File: src/rtl/id_ex_alu_decode.sv
// ID/EX stage: decodes the IF/ID instruction into an ALU op code, operands and control,
// then registers it with stall, flush and bubble handling plus an illegal-instruction counter.
module id_ex_alu_decode (
  input  logic        clk_i,
  input  logic        reset_i,
  input  logic [31:0] instruction_i,
  input  logic        in_valid_i,
  input  logic        stall_i,
  input  logic        flush_i,
  input  logic [31:0] rs_data_i,
  input  logic [31:0] rt_data_i,
  input  logic [31:0] pc_plus4_i,
  output logic [5:0]  alu_control_o,
  output logic [31:0] operand_a_o,
  output logic [31:0] operand_b_o,
  output logic [31:0] store_data_o,
  output logic [4:0]  write_reg_o,
  output logic        reg_write_o,
  output logic        mem_read_o,
  output logic        mem_write_o,
  output logic        is_branch_o,
  output logic        is_jump_o,
  output logic [1:0]  mem_size_o,
  output logic        out_valid_o,
  output logic        illegal_instr_o,
  output logic [7:0]  illegal_count_o
);

  localparam logic [5:0] AluAnd   = 6'd0;
  localparam logic [5:0] AluOr    = 6'd1;
  localparam logic [5:0] AluXor   = 6'd2;
  localparam logic [5:0] AluNor   = 6'd3;
  localparam logic [5:0] AluAdd   = 6'd4;
  localparam logic [5:0] AluSub   = 6'd5;
  localparam logic [5:0] AluMul   = 6'd6;
  localparam logic [5:0] AluSlt   = 6'd7;
  localparam logic [5:0] AluSll   = 6'd8;
  localparam logic [5:0] AluSrl   = 6'd9;
  localparam logic [5:0] AluBeq   = 6'd10;
  localparam logic [5:0] AluBne   = 6'd11;
  localparam logic [5:0] AluBgtz  = 6'd12;
  localparam logic [5:0] AluBgez  = 6'd13;
  localparam logic [5:0] AluBltz  = 6'd14;
  localparam logic [5:0] AluBlez  = 6'd15;
  localparam logic [5:0] AluPassA = 6'd16;
  localparam logic [5:0] AluPassB = 6'd17;

  localparam logic [1:0] SizeWord = 2'b00;
  localparam logic [1:0] SizeHalf = 2'b01;
  localparam logic [1:0] SizeByte = 2'b10;

  typedef struct packed {
    logic [5:0]  alu;
    logic [31:0] a;
    logic [31:0] b;
    logic [31:0] sd;
    logic [4:0]  wr;
    logic        rw;
    logic        mr;
    logic        mw;
    logic        br;
    logic        j;
    logic [1:0]  ms;
    logic        ov;
    logic        ill;
  } idex_t;

  logic [5:0]  op, funct;
  logic [4:0]  rs, rt, rd, shamt;
  logic [15:0] imm;
  logic [31:0] imm_sext, imm_zext;

  assign op       = instruction_i[31:26];
  assign rs       = instruction_i[25:21];
  assign rt       = instruction_i[20:16];
  assign rd       = instruction_i[15:11];
  assign shamt    = instruction_i[10:6];
  assign funct    = instruction_i[5:0];
  assign imm      = instruction_i[15:0];
  assign imm_sext = {{16{imm[15]}}, imm};
  assign imm_zext = {16'b0, imm};

  idex_t dec;
  logic  illegal;

  always_comb begin
    dec     = '0;
    illegal = 1'b0;
    case (op)
      6'h00: begin
        dec.a  = rs_data_i;
        dec.b  = rt_data_i;
        dec.wr = rd;
        dec.rw = 1'b1;
        case (funct)
          6'h20: dec.alu = AluAdd;
          6'h22: dec.alu = AluSub;
          6'h24: dec.alu = AluAnd;
          6'h25: dec.alu = AluOr;
          6'h26: dec.alu = AluXor;
          6'h27: dec.alu = AluNor;
          6'h2A: dec.alu = AluSlt;
          6'h00: begin
            dec.alu = AluSll;
            dec.a   = {27'b0, shamt};
          end
          6'h02: begin
            dec.alu = AluSrl;
            dec.a   = {27'b0, shamt};
          end
          6'h08: begin
            dec.alu = AluPassA;
            dec.b   = '0;
            dec.wr  = '0;
            dec.rw  = 1'b0;
            dec.j   = 1'b1;
          end
          default: illegal = 1'b1;
        endcase
      end
      6'h1C: begin
        dec.alu = AluMul;
        dec.a   = rs_data_i;
        dec.b   = rt_data_i;
        dec.wr  = rd;
        dec.rw  = 1'b1;
        if (funct != 6'h02) illegal = 1'b1;
      end
      6'h08, 6'h0A, 6'h0C, 6'h0D, 6'h0E: begin
        dec.a  = rs_data_i;
        dec.wr = rt;
        dec.rw = 1'b1;
        case (op)
          6'h08:   begin dec.alu = AluAdd; dec.b = imm_sext; end
          6'h0A:   begin dec.alu = AluSlt; dec.b = imm_sext; end
          6'h0C:   begin dec.alu = AluAnd; dec.b = imm_zext; end
          6'h0D:   begin dec.alu = AluOr;  dec.b = imm_zext; end
          default: begin dec.alu = AluXor; dec.b = imm_zext; end
        endcase
      end
      6'h23, 6'h21, 6'h20: begin
        dec.alu = AluAdd;
        dec.a   = rs_data_i;
        dec.b   = imm_sext;
        dec.sd  = rt_data_i;
        dec.wr  = rt;
        dec.rw  = 1'b1;
        dec.mr  = 1'b1;
        dec.ms  = (op == 6'h23) ? SizeWord : (op == 6'h21) ? SizeHalf : SizeByte;
      end
      6'h2B, 6'h29, 6'h28: begin
        dec.alu = AluAdd;
        dec.a   = rs_data_i;
        dec.b   = imm_sext;
        dec.sd  = rt_data_i;
        dec.mw  = 1'b1;
        dec.ms  = (op == 6'h2B) ? SizeWord : (op == 6'h29) ? SizeHalf : SizeByte;
      end
      6'h04, 6'h05: begin
        dec.alu = (op == 6'h04) ? AluBeq : AluBne;
        dec.a   = rs_data_i;
        dec.b   = rt_data_i;
        dec.br  = 1'b1;
      end
      6'h06, 6'h07: begin
        dec.alu = (op == 6'h06) ? AluBlez : AluBgtz;
        dec.a   = rs_data_i;
        dec.br  = 1'b1;
      end
      6'h01: begin
        dec.a  = rs_data_i;
        dec.br = 1'b1;
        case (rt)
          5'd0:    dec.alu = AluBltz;
          5'd1:    dec.alu = AluBgez;
          default: illegal = 1'b1;
        endcase
      end
      6'h02: dec.j = 1'b1;
      6'h03: begin
        dec.alu = AluPassB;
        dec.b   = pc_plus4_i;
        dec.wr  = 5'd31;
        dec.rw  = 1'b1;
        dec.j   = 1'b1;
      end
      default: illegal = 1'b1;
    endcase

    // Writes to $0 are architecturally dead, so drop the enable here.
    if (dec.wr == 5'd0) dec.rw = 1'b0;

    if (illegal) begin
      dec     = '0;
      dec.ill = 1'b1;
    end
    dec.ov = 1'b1;
  end

  idex_t      pipe_d, pipe_q;
  logic [7:0] cnt_d, cnt_q;

  always_comb begin
    pipe_d = pipe_q;
    cnt_d  = cnt_q;
    if (flush_i) begin
      pipe_d = '0;
    end else if (!stall_i) begin
      if (!in_valid_i) begin
        pipe_d = '0;
      end else begin
        pipe_d = dec;
        if (dec.ill && cnt_q != 8'hFF) cnt_d = cnt_q + 8'd1;
      end
    end
  end

  always_ff @(posedge clk_i) begin
    if (reset_i) begin
      pipe_q <= '0;
      cnt_q  <= '0;
    end else begin
      pipe_q <= pipe_d;
      cnt_q  <= cnt_d;
    end
  end

  assign alu_control_o   = pipe_q.alu;
  assign operand_a_o     = pipe_q.a;
  assign operand_b_o     = pipe_q.b;
  assign store_data_o    = pipe_q.sd;
  assign write_reg_o     = pipe_q.wr;
  assign reg_write_o     = pipe_q.rw;
  assign mem_read_o      = pipe_q.mr;
  assign mem_write_o     = pipe_q.mw;
  assign is_branch_o     = pipe_q.br;
  assign is_jump_o       = pipe_q.j;
  assign mem_size_o      = pipe_q.ms;
  assign out_valid_o     = pipe_q.ov;
  assign illegal_instr_o = pipe_q.ill;
  assign illegal_count_o = cnt_q;

endmodule
File: config.mk
export PLATFORM = sky130hd
export DESIGN_NAME = id_ex_alu_decode
export DESIGN_NICKNAME = d
export VERILOG_FILES = /design/src/rtl/id_ex_alu_decode.sv
export SDC_FILE = /design/constraint.sdc
export NUM_CORES = 1
export LEC_CHECK = 0
export ABC_CLOCK_PERIOD_IN_PS = 3000
export CORE_MARGIN = 2
export CORE_UTILIZATION = 41
export CTS_CLUSTER_SIZE = 14
export DETAILED_ROUTE_END_ITERATION = 10
export PLACE_DENSITY = 0.81
export SYNTH_ARGS = -nofsm -noshare
export SYNTH_HDL_FRONTEND = slang
export SYNTH_SLANG_ARGS = --single-unit
File: constraint.sdc
create_clock -name clk_i -period 3 [get_ports clk_i]
set_clock_uncertainty 0.05 [all_clocks]
set_input_delay 0.3 -clock clk_i [delete_from_list [all_inputs] [get_ports clk_i]]
set_output_delay 0.3 -clock clk_i [all_outputs]
set_load 0.02 [all_outputs]
==> flow_metrics.py, run 1 <==
metrics = {
    "detailed_routing": {
        "num_vias": 6084,
        "drtIter0Drc": 566,
        "drt-vias-per-instance": 5.907,
        "wl_per_cell_um": 19.80,
        "first_pass_iters": 6,
        "wirelength_um": 20400,
        "drtAntennaViolNets": 0,
        "drc": 0,
    },
    "place": {
        "placed_cells": 998,
        "place_area_sq_um": 8259,
        "hpwl_um": 14840,
        "io_buffer_count": 250,
        "gp_congestion": 0.9529,
    },
    "clock_tree": {
        "cts.sink_count": 123,
        "ctsResizeCount": 0,
        "numCtsBuffers": 17,
        "cts.path.max_buffers": 2,
        "cts_hold_buf": 0,
        "clk_latency_ns": 0.41,
        "htreeDepth": 4,
        "clkTransAtPathRegs_ns": 0.06,
        "cts_tree": "built",
        "cts_setup_buffers": 0,
        "cts-root-buf": "clkbuf_16",
    },
    "synth": {
        "synth_cells": 583,
        "syn_nets": 717,
        "synth_seq_cells": 123,
        "synthFlopType": "dfxtp_1",
        "ys_seq_area_frac": 0.4582,
        "ys_types": 61,
        "synth_warnings": 0,
        "async_reset_ff_frac": 0,
        "synth.cell_area_sq_um": 5374,
        "syn_avg_cell_area_sq_um": 9.218,
        "synth_edf_count": 0,
    },
    "cells_and_area": {
        "nets": 979,
        "instances_no_fill": 1030,
        "fin_area_sq_um": 8910,
        "layout_common_cells": "clkdlybuf4s50_1 (250), dfxtp_1 (123), nand2_1 (86), a22o_1 (62), o21ai_0 (39)",
        "final_common_cell": "clkdlybuf4s50_1",
        "n_antenna_cell": 0,
        "area_growth_pct": 65.80,
        "drive_gt1_frac": 0.1096,
    },
    "timing": {
        "finalHoldViolCount": 0,
        "worst_pin_slew_ns": 1.231,
        "rsz0062_at_grt": "false",
        "slew_violations": 0,
        "setup_tns_ns": 0,
        "max_freq_mhz": 387.3,
        "setup_viol": 0,
        "period_share": 0.8607,
        "fin_crit_ns": 2.582,
        "relSlewSlack": 0.1761,
    },
    "worst_setup_path": {
        "endpoint_kind": "flip-flop",
        "crit_path_max_fanout": 14,
        "cp_data_required_time_ns": 3.30,
        "endpoint": "illegal_count_o[7]",
        "reg2regPathDepth": 7,
        "rr_startpoint": "illegal_count_o[0]",
        "rr_endpoint": "illegal_count_o[7]",
        "r2r_setup_slack_ns": 0.79,
        "crit_start": "instruction_i[28]",
        "startpoint_type": "input pin",
        "crit_type": "input pin to flip-flop",
        "critPathArrivalTime_ns": 2.88,
    },
    "status": {
        "outcome": "complete, no violations",
    },
    "power_and_ir_drop": {
        "peakVddDrop_mv": 0.2759,
        "power.density_nw_per_um2": 484.7,
        "power_leakage_nw": 3.176,
    },
    "die": {
        "rows": 41,
        "dieWidth_um": 118.5,
        "die_h_um": 118.5,
        "die_area_sq_um": 14040,
        "initial_core_util": 0.4224,
        "pin_count": 257,
        "coreArea_sq_um": 12720,
    },
    "grt": {
        "grt_pass1_wl_um": 31610,
        "grt_pass1_vias": 5818,
        "grt.total_usage": 0.2822,
        "antenna_found_initial": 0,
        "grt_max_degree": 62,
        "grt_overflow": 0,
    },
    "hold_path": {
        "hp-class": "flip-flop to flip-flop",
    },
    "flow_run": {
        "max-cap-violations": 0,
    },
}
-- metal layers --
metal	vias to the layer above	share of wire	GRT usage
met1	2909	0.41	0.3484
met4	0	0.029	0.1146
met3	47	0.091	0.07288
met5	-	0	0
met2	370	0.47	0.4686
li1	2758	-	-
-- power breakdown --
part	leakage [nW]	internal [mW]	switching, mW
clock	0.316	1.47	0.768
combinational	1.87	0.238	0.199
sequential	0.991	1.64	0.00325
total	3.18	3.35	0.970
-- worst min path at each step --
stage | start | end | slack [ns] | cells after the start
finish | is_branch_o | is_branch_o | 0.38 | 2
global route | is_branch_o | is_branch_o | 0.40 | 2
CTS | is_branch_o | is_branch_o | 0.39 | 2
detailed placement | is_branch_o | is_branch_o | 0.38 | 2
global placement | operand_b_o[20] | operand_b_o[20] | 0.39 | 2
floorplan | rs_data_i[10] | operand_a_o[10] | 0.38 | 1
-- cells in the mapped netlist (all sizes together), types with 3 or more instances --
master	instances	share of area
a211o	3	0.0049
a211oi	7	0.0098
a21oi	15	0.014
a221oi	21	0.034
a222oi	16	0.030
a22o	67	0.11
a22oi	17	0.024
a31oi	6	0.0070
and3	3	0.0035
buf	12	0.015
clkbuf	37	0.026
dfxtp	123	0.46
inv	5	0.0035
nand2	87	0.061
nand2b	7	0.0081
nand3	12	0.011
nand3b	3	0.0042
nand4b	6	0.0098
nor2	21	0.015
nor2b	8	0.0093
nor3	6	0.0077
nor4	6	0.013
o21ai	41	0.038
o21bai	4	0.0056
o31ai	8	0.011
or2	4	0.0047
or3	5	0.0058
or4	4	0.0063
-- stage by stage --
step	setup WS, ns	hold WS [ns]	utilization	total power, mW
final	0.4180	0.3828	0.7003	4.319
after detailed placement	0.03419	0.3786	0.6492	2.105
after global placement	0.04153	0.3865	0.6492	2.094
after floorplan	0.6698	0.3757	-	1.835
after global routing	0.2542	0.4029	0.7003	4.444
after CTS	0.4418	0.3857	0.7003	4.334
-- cells by family (layout without fill, tap and decap cells) --
kind of cell | Yosys count | in the layout | synth area share
flops | 123 | 123 | 0.4582
buf+inv | 54 | 329 | 0.04447
compound gates | 221 | 221 | 0.3153
simple gates | 180 | 180 | 0.1739
mux | 1 | 1 | 0.001863
fa+ha+maj | 1 | 1 | 0.002328
xor+xnor | 2 | 2 | 0.003260
other cells | 1 | 1 | 0.0006978
-- state kept, by name, summed over array words and instances, names as in the netlist, 2 cells and up --
signal,flops
operand_a_o,32
operand_b_o,32
store_data_o,32
illegal_count_o,8
alu_control_o,5
write_reg_o,5
mem_size_o,2
-- worst max-delay path, stage by stage --
cell and delay (ns):
clkdlybuf4s50_1 0.57, nor4_4 0.53, nand2_2 0.14, nor3_4 0.35, o31ai_1 0.16, buf_4 0.20, or4_1 0.47, a21oi_1 0.14
-- layout make-up --
type,count,area (sq um)
Sequential cell,123,2462
Clock inverter,11,180.2
Timing Repair Buffer,292,2880
Clock buffer,21,470.5
Fill cell,943,3812
Multi-Input combinational cell,406,2683
Tap cell,172,215.2
Inverter,5,18.77
No activity file was read; power rests on OpenSTA's default activity.
==> run 2, diff against run 1 <==
CORE_UTILIZATION = 30   (was 41)
CTS_CLUSTER_DIAMETER = 40   (was default)
PLACE_DENSITY = default   (was 0.81)
==> run 2 against run 1 <==
Against the previous run:
- worst setup slack gained 0.10 ns
- global-route usage shrank 7.6 points
- flip-flop and latch count is the same
- power shrank 0.88%
- sequential share of layout area shrank 0.20 points
- utilization shrank 18 points
- critical path depth grew 1
- combinational power shrank 1%
- design area grew 0.74%
- register-to-register slack lost 0.08 ns
- via count shrank 4.1%
- critical path type unchanged
==> flow_metrics.py, run 2 (synthesis results as in run 1) <==
metrics = {
    "cells_and_area": {
        "drive_gt1_frac": 0.1137,
        "final_common_cell": "clkdlybuf4s50_1",
        "layout_common_cells": "clkdlybuf4s50_1 (250), dfxtp_1 (123), nand2_1 (86), a22o_1 (62), buf_4 (42)",
        "n_antenna_cell": 0,
        "nets": 983,
        "instances_no_fill": 1087,
        "area_growth_pct": 67.03,
    },
    "clock_tree": {
        "clkTransAtPathRegs_ns": 0.06,
        "htreeDepth": 4,
        "ctsResizeCount": 0,
        "cts_hold_buf": 0,
        "numCtsBuffers": 17,
        "cts.path.max_buffers": 2,
        "cts-root-buf": "clkbuf_16",
        "clk_latency_ns": 0.42,
        "cts.sink_count": 123,
        "cts_setup_buffers": 0,
        "cts_tree": "built",
    },
    "detailed_routing": {
        "drtIter0Drc": 359,
        "first_pass_iters": 5,
        "wl_per_cell_um": 18.51,
        "drt-vias-per-instance": 5.369,
        "drc": 0,
        "num_vias": 5836,
        "wirelength_um": 20120,
        "drtAntennaViolNets": 0,
    },
    "timing": {
        "fin_crit_ns": 2.479,
        "period_share": 0.8262,
        "hold_ws_ns": 0.3943,
        "relSlewSlack": 0.5996,
        "slew_violations": 0,
        "worst_pin_slew_ns": 0.6006,
        "max_freq_mhz": 403.5,
        "setup_viol": 0,
        "rsz0062_at_grt": "false",
        "finalHoldViolCount": 0,
        "setup_tns_ns": 0,
    },
    "worst_setup_path": {
        "rr_endpoint": "illegal_count_o[5]",
        "startpoint_type": "input pin",
        "endpoint_kind": "flip-flop",
        "critPathArrivalTime_ns": 2.78,
        "rr_startpoint": "illegal_count_o[0]",
        "reg2regPathDepth": 7,
        "crit_start": "instruction_i[26]",
        "crit_type": "input pin to flip-flop",
        "crit_path_max_fanout": 14,
        "r2r_setup_slack_ns": 0.71,
        "cp_data_required_time_ns": 3.30,
        "endpoint": "illegal_count_o[5]",
    },
    "place": {
        "io_buffer_count": 250,
        "gp_congestion": 0.9225,
        "placed_cells": 1055,
        "hpwl_um": 14770,
    },
    "status": {
        "outcome": "complete, no violations",
    },
    "grt": {
        "grt.total_usage": 0.2061,
        "grt_pass1_vias": 5721,
        "antenna_found_initial": 0,
        "grt_pass1_wl_um": 30260,
        "grt_overflow": 0,
        "grt_max_degree": 55,
    },
    "die": {
        "pin_count": 257,
        "die_h_um": 137.8,
        "coreArea_sq_um": 17420,
        "die_area_sq_um": 19000,
        "rows": 48,
        "dieWidth_um": 137.8,
        "initial_core_util": 0.3085,
    },
    "hold_path": {
        "hp-class": "flip-flop to flip-flop",
        "hold_depth": 2,
    },
    "flow_run": {
        "max-cap-violations": 0,
    },
    "power_and_ir_drop": {
        "power.density_nw_per_um2": 477.0,
        "peakVddDrop_mv": 0.3592,
        "power_leakage_nw": 3.175,
    },
}
## run 2: area by class of cell
type                       count  area (sq um)
multi-input combinational    406          2683
tap                          225         281.5
timing repair buffer         296          2898
clock inverter                13         190.2
fill                        1551          8441
inverter                       5         18.77
clock buffer                  19         442.9
sequential                   123          2462
## run 2: per-layer routing
layer  vias to the layer above  wire length [um]  global-route usage
met4                         0               351             0.06973
met1                      2818              8877              0.2699
li1                       2768                 -                   -
met5                         -                 0                   0
met3                        27              1449             0.05077
met2                       223              9439              0.3309
## run 2: critical path, cell delays in order
cell             delay [ns]
clkdlybuf4s50_1        0.50
buf_4                  0.23
nor2_1                 0.30
nand2_2                0.14
nor3_4                 0.32
o31ai_1                0.16
buf_4                  0.21
or4_1                  0.48
a21oi_1                0.15
## run 2: power breakdown
part / switching, mW / total (mW) / internal (mW)
registers: 0.00304 / 1.64 / 1.64
clock network: 0.790 / 2.21 / 1.42
logic: 0.193 / 0.432 / 0.239
## run 2: worst min-delay path by stage
stage,slack [ns],start,to
6_report,0.39,is_branch_o,is_branch_o
5_1_grt,0.42,rs_data_i[27],operand_a_o[27]
2_1_floorplan,0.38,rs_data_i[10],operand_a_o[10]
4_1_cts,0.40,is_branch_o,is_branch_o
3_5_place_dp,0.39,operand_b_o[22],operand_b_o[22]
3_3_place_gp,0.39,is_branch_o,is_branch_o
## run 2: stage by stage
step | util | setup slack, ns | total power [mW] | instance area, sq um
floorplan | - | 0.6698 | 1.835 | 5374
global placement | 0.4790 | 0.1549 | 2.100 | 8343
detailed placement | 0.4790 | 0.1165 | 2.105 | 8343
CTS | 0.5154 | 0.5490 | 4.328 | 8976
global route | 0.5154 | 0.4225 | 4.424 | 8976
finish | 0.5154 | 0.5214 | 4.281 | 8976
==> run 3, diff against run 2 <==
ABC_CLOCK_PERIOD_IN_PS = 2400   (was 3000)
clock period = 2.4 ns   (was 3 ns; I/O delays follow)
==> run 3 against run 2 <==
Against the previous run:
- via count increased by 5.2%
- global-route usage increased by 0.69 points
- cell count increased by 4.0%
- register-to-register slack got worse by 0.54 ns
- power increased by 24%
- design area increased by 4.9%
- sequential power increased by 25%
==> flow_metrics.py, run 3 (synthesis results as in run 1) <==
metrics = {
    "cells_and_area": {
        "area_growth_pct": 75.30,
        "postLayoutCoreUtil": 0.5409,
        "multiInputGateArea_sq_um": 2745,
        "final_common_cell": "clkdlybuf4s50_1",
        "fillers": 1553,
        "register_area_sq_um": 2462,
        "n_antenna_cell": 0,
        "instances_no_fill": 1131,
        "layout_common_cells": "clkdlybuf4s50_1 (243), dfxtp_1 (123), nand2_1 (86), buf_4 (81), a22o_1 (62)",
        "nets": 1027,
        "fin_area_sq_um": 9420,
        "drive_gt1_frac": 0.1645,
    },
    "timing": {
        "slew_violations": 0,
        "relSlewSlack": 0.5338,
        "period_share": 0.9437,
        "setup_viol": 0,
        "max_freq_mhz": 441.5,
        "fin_crit_ns": 2.265,
        "hold_ws_ns": 0.3616,
        "final.setup.worst_slack_ns": 0.1351,
        "worst_pin_slew_ns": 0.6920,
        "finalHoldViolCount": 0,
        "rsz0062_at_grt": "false",
    },
    "place": {
        "hpwl_um": 15570,
        "placed_cells": 1095,
        "place_area_sq_um": 8681,
        "post-place-ws_ns": -0.3706,
        "io_buffer_count": 250,
        "gp_congestion": 0.9131,
    },
    "clock_tree": {
        "cts.sink_count": 123,
        "htreeDepth": 4,
        "cts-root-buf": "clkbuf_16",
        "clk_latency_ns": 0.41,
        "numCtsBuffers": 17,
        "cts_tree": "built",
        "cts_hold_buf": 0,
        "cts.path.max_buffers": 2,
        "clkTransAtPathRegs_ns": 0.06,
    },
    "power_and_ir_drop": {
        "combPwrFrac": 0.115,
        "power_leakage_nw": 3.476,
        "p_clk_frac": 0.499,
        "peakVddDrop_mv": 0.4796,
        "p_switching_mw": 1.258,
        "seq_power_share": 0.386,
        "power.density_nw_per_um2": 564.8,
        "p_int_mw": 4.063,
        "switching_share": 0.2364,
    },
    "detailed_routing": {
        "wirelength_um": 21240,
        "num_vias": 6140,
        "drt-vias-per-instance": 5.429,
        "drtAntennaViolNets": 0,
        "wl_per_cell_um": 18.78,
        "drtIter0Drc": 444,
        "drc": 0,
        "first_pass_iters": 6,
    },
    "grt": {
        "grt.total_usage": 0.2130,
        "antenna_found_initial": 0,
        "grt_pass1_wl_um": 31270,
        "grt_overflow": 0,
        "grt_pass1_vias": 5991,
        "grt_max_degree": 43,
    },
    "worst_setup_path": {
        "rr_endpoint": "illegal_count_o[7]",
        "startpoint_type": "input pin",
        "endpoint": "store_data_o[16]",
        "endpoint_kind": "flip-flop",
        "r2r_setup_slack_ns": 0.17,
        "crit_start": "instruction_i[30]",
        "critPathArrivalTime_ns": 2.57,
        "rr_startpoint": "illegal_count_o[0]",
        "cp_data_required_time_ns": 2.71,
        "crit_type": "input pin to flip-flop",
        "crit_path_max_fanout": 8,
        "reg2regPathDepth": 8,
    },
    "die": {
        "dieWidth_um": 137.8,
        "rows": 48,
        "die_area_sq_um": 19000,
        "coreArea_sq_um": 17420,
        "initial_core_util": 0.3085,
        "pin_count": 257,
        "die_h_um": 137.8,
    },
    "hold_path": {
        "hp-class": "input pin to flip-flop",
    },
    "flow_run": {
        "max-cap-violations": 0,
    },
    "status": {
        "outcome": "complete, no violations",
    },
}
-- run 3: worst min path at each step --
stage | startpoint | to | slack, ns | cells past startpoint
2_1_floorplan | rs_data_i[10] | operand_a_o[10] | 0.32 | 1
5_1_grt | rs_data_i[19] | operand_a_o[19] | 0.37 | 2
6_report | instruction_i[0] | operand_b_o[0] | 0.36 | 4
3_5_place_dp | operand_b_o[28] | operand_b_o[28] | 0.39 | 2
3_3_place_gp | is_jump_o | is_jump_o | 0.39 | 2
4_1_cts | rs_data_i[21] | operand_a_o[21] | 0.35 | 2
-- run 3: metrics by stage --
stage | setup TNS [ns] | power (mW)
3_5_place_dp | -34.62 | 2.694
2_1_floorplan | 0 | 2.294
6_report | 0 | 5.321
3_3_place_gp | -30.96 | 2.688
5_1_grt | 0 | 5.518
4_1_cts | 0 | 5.359
-- run 3: what timing repair did --
action | 4_1_cts | 5_1_grt
gates resized for setup | 0 | 19
buffers inserted | 0 | 2
setup endpoints to repair | 0 | 62
-- run 3: final cells by class --
type | count | share of cell area
clock buffers | 19 | 0.04702
well taps | 225 | 0.02988
clock inverters | 13 | 0.01753
flip-flops and latches | 123 | 0.2614
repair buffers | 340 | 0.3508
multi-input cells | 406 | 0.2914
inverters | 5 | 0.001992
-- run 3: metal layers --
metal / wire (um) / global-route usage / up-vias
met3: 1629 / 0.05077 / 28
met1: 9256 / 0.2847 / 2957
met5: 0 / 0 / -
met2: 10010 / 0.3339 / 293
li1: - / - / 2862
met4: 342 / 0.07710 / 0
-- run 3: critical path: stages --
cell,delay [ns]
clkdlybuf4s50_1,0.40
buf_4,0.17
nor2_1,0.17
a21boi_1,0.22
o32ai_2,0.12
buf_4,0.16
nor4_4,0.24
nor4b_4,0.32
buf_4,0.21
buf_6,0.17
a22o_1,0.15
-- run 3: power groups by stage --
| stage | combinational (mW) | sequential [mW] | clock (mW) |
|---|---|---|---|
| 2_1_floorplan | 0.191 | 2.10 | 0 |
| 3_3_place_gp | 0.592 | 2.10 | 0 |
| 3_5_place_dp | 0.597 | 2.10 | 0 |
| 4_1_cts | 0.601 | 2.05 | 2.71 |
| 5_1_grt | 0.657 | 2.05 | 2.81 |
| 6_report | 0.613 | 2.05 | 2.66 |
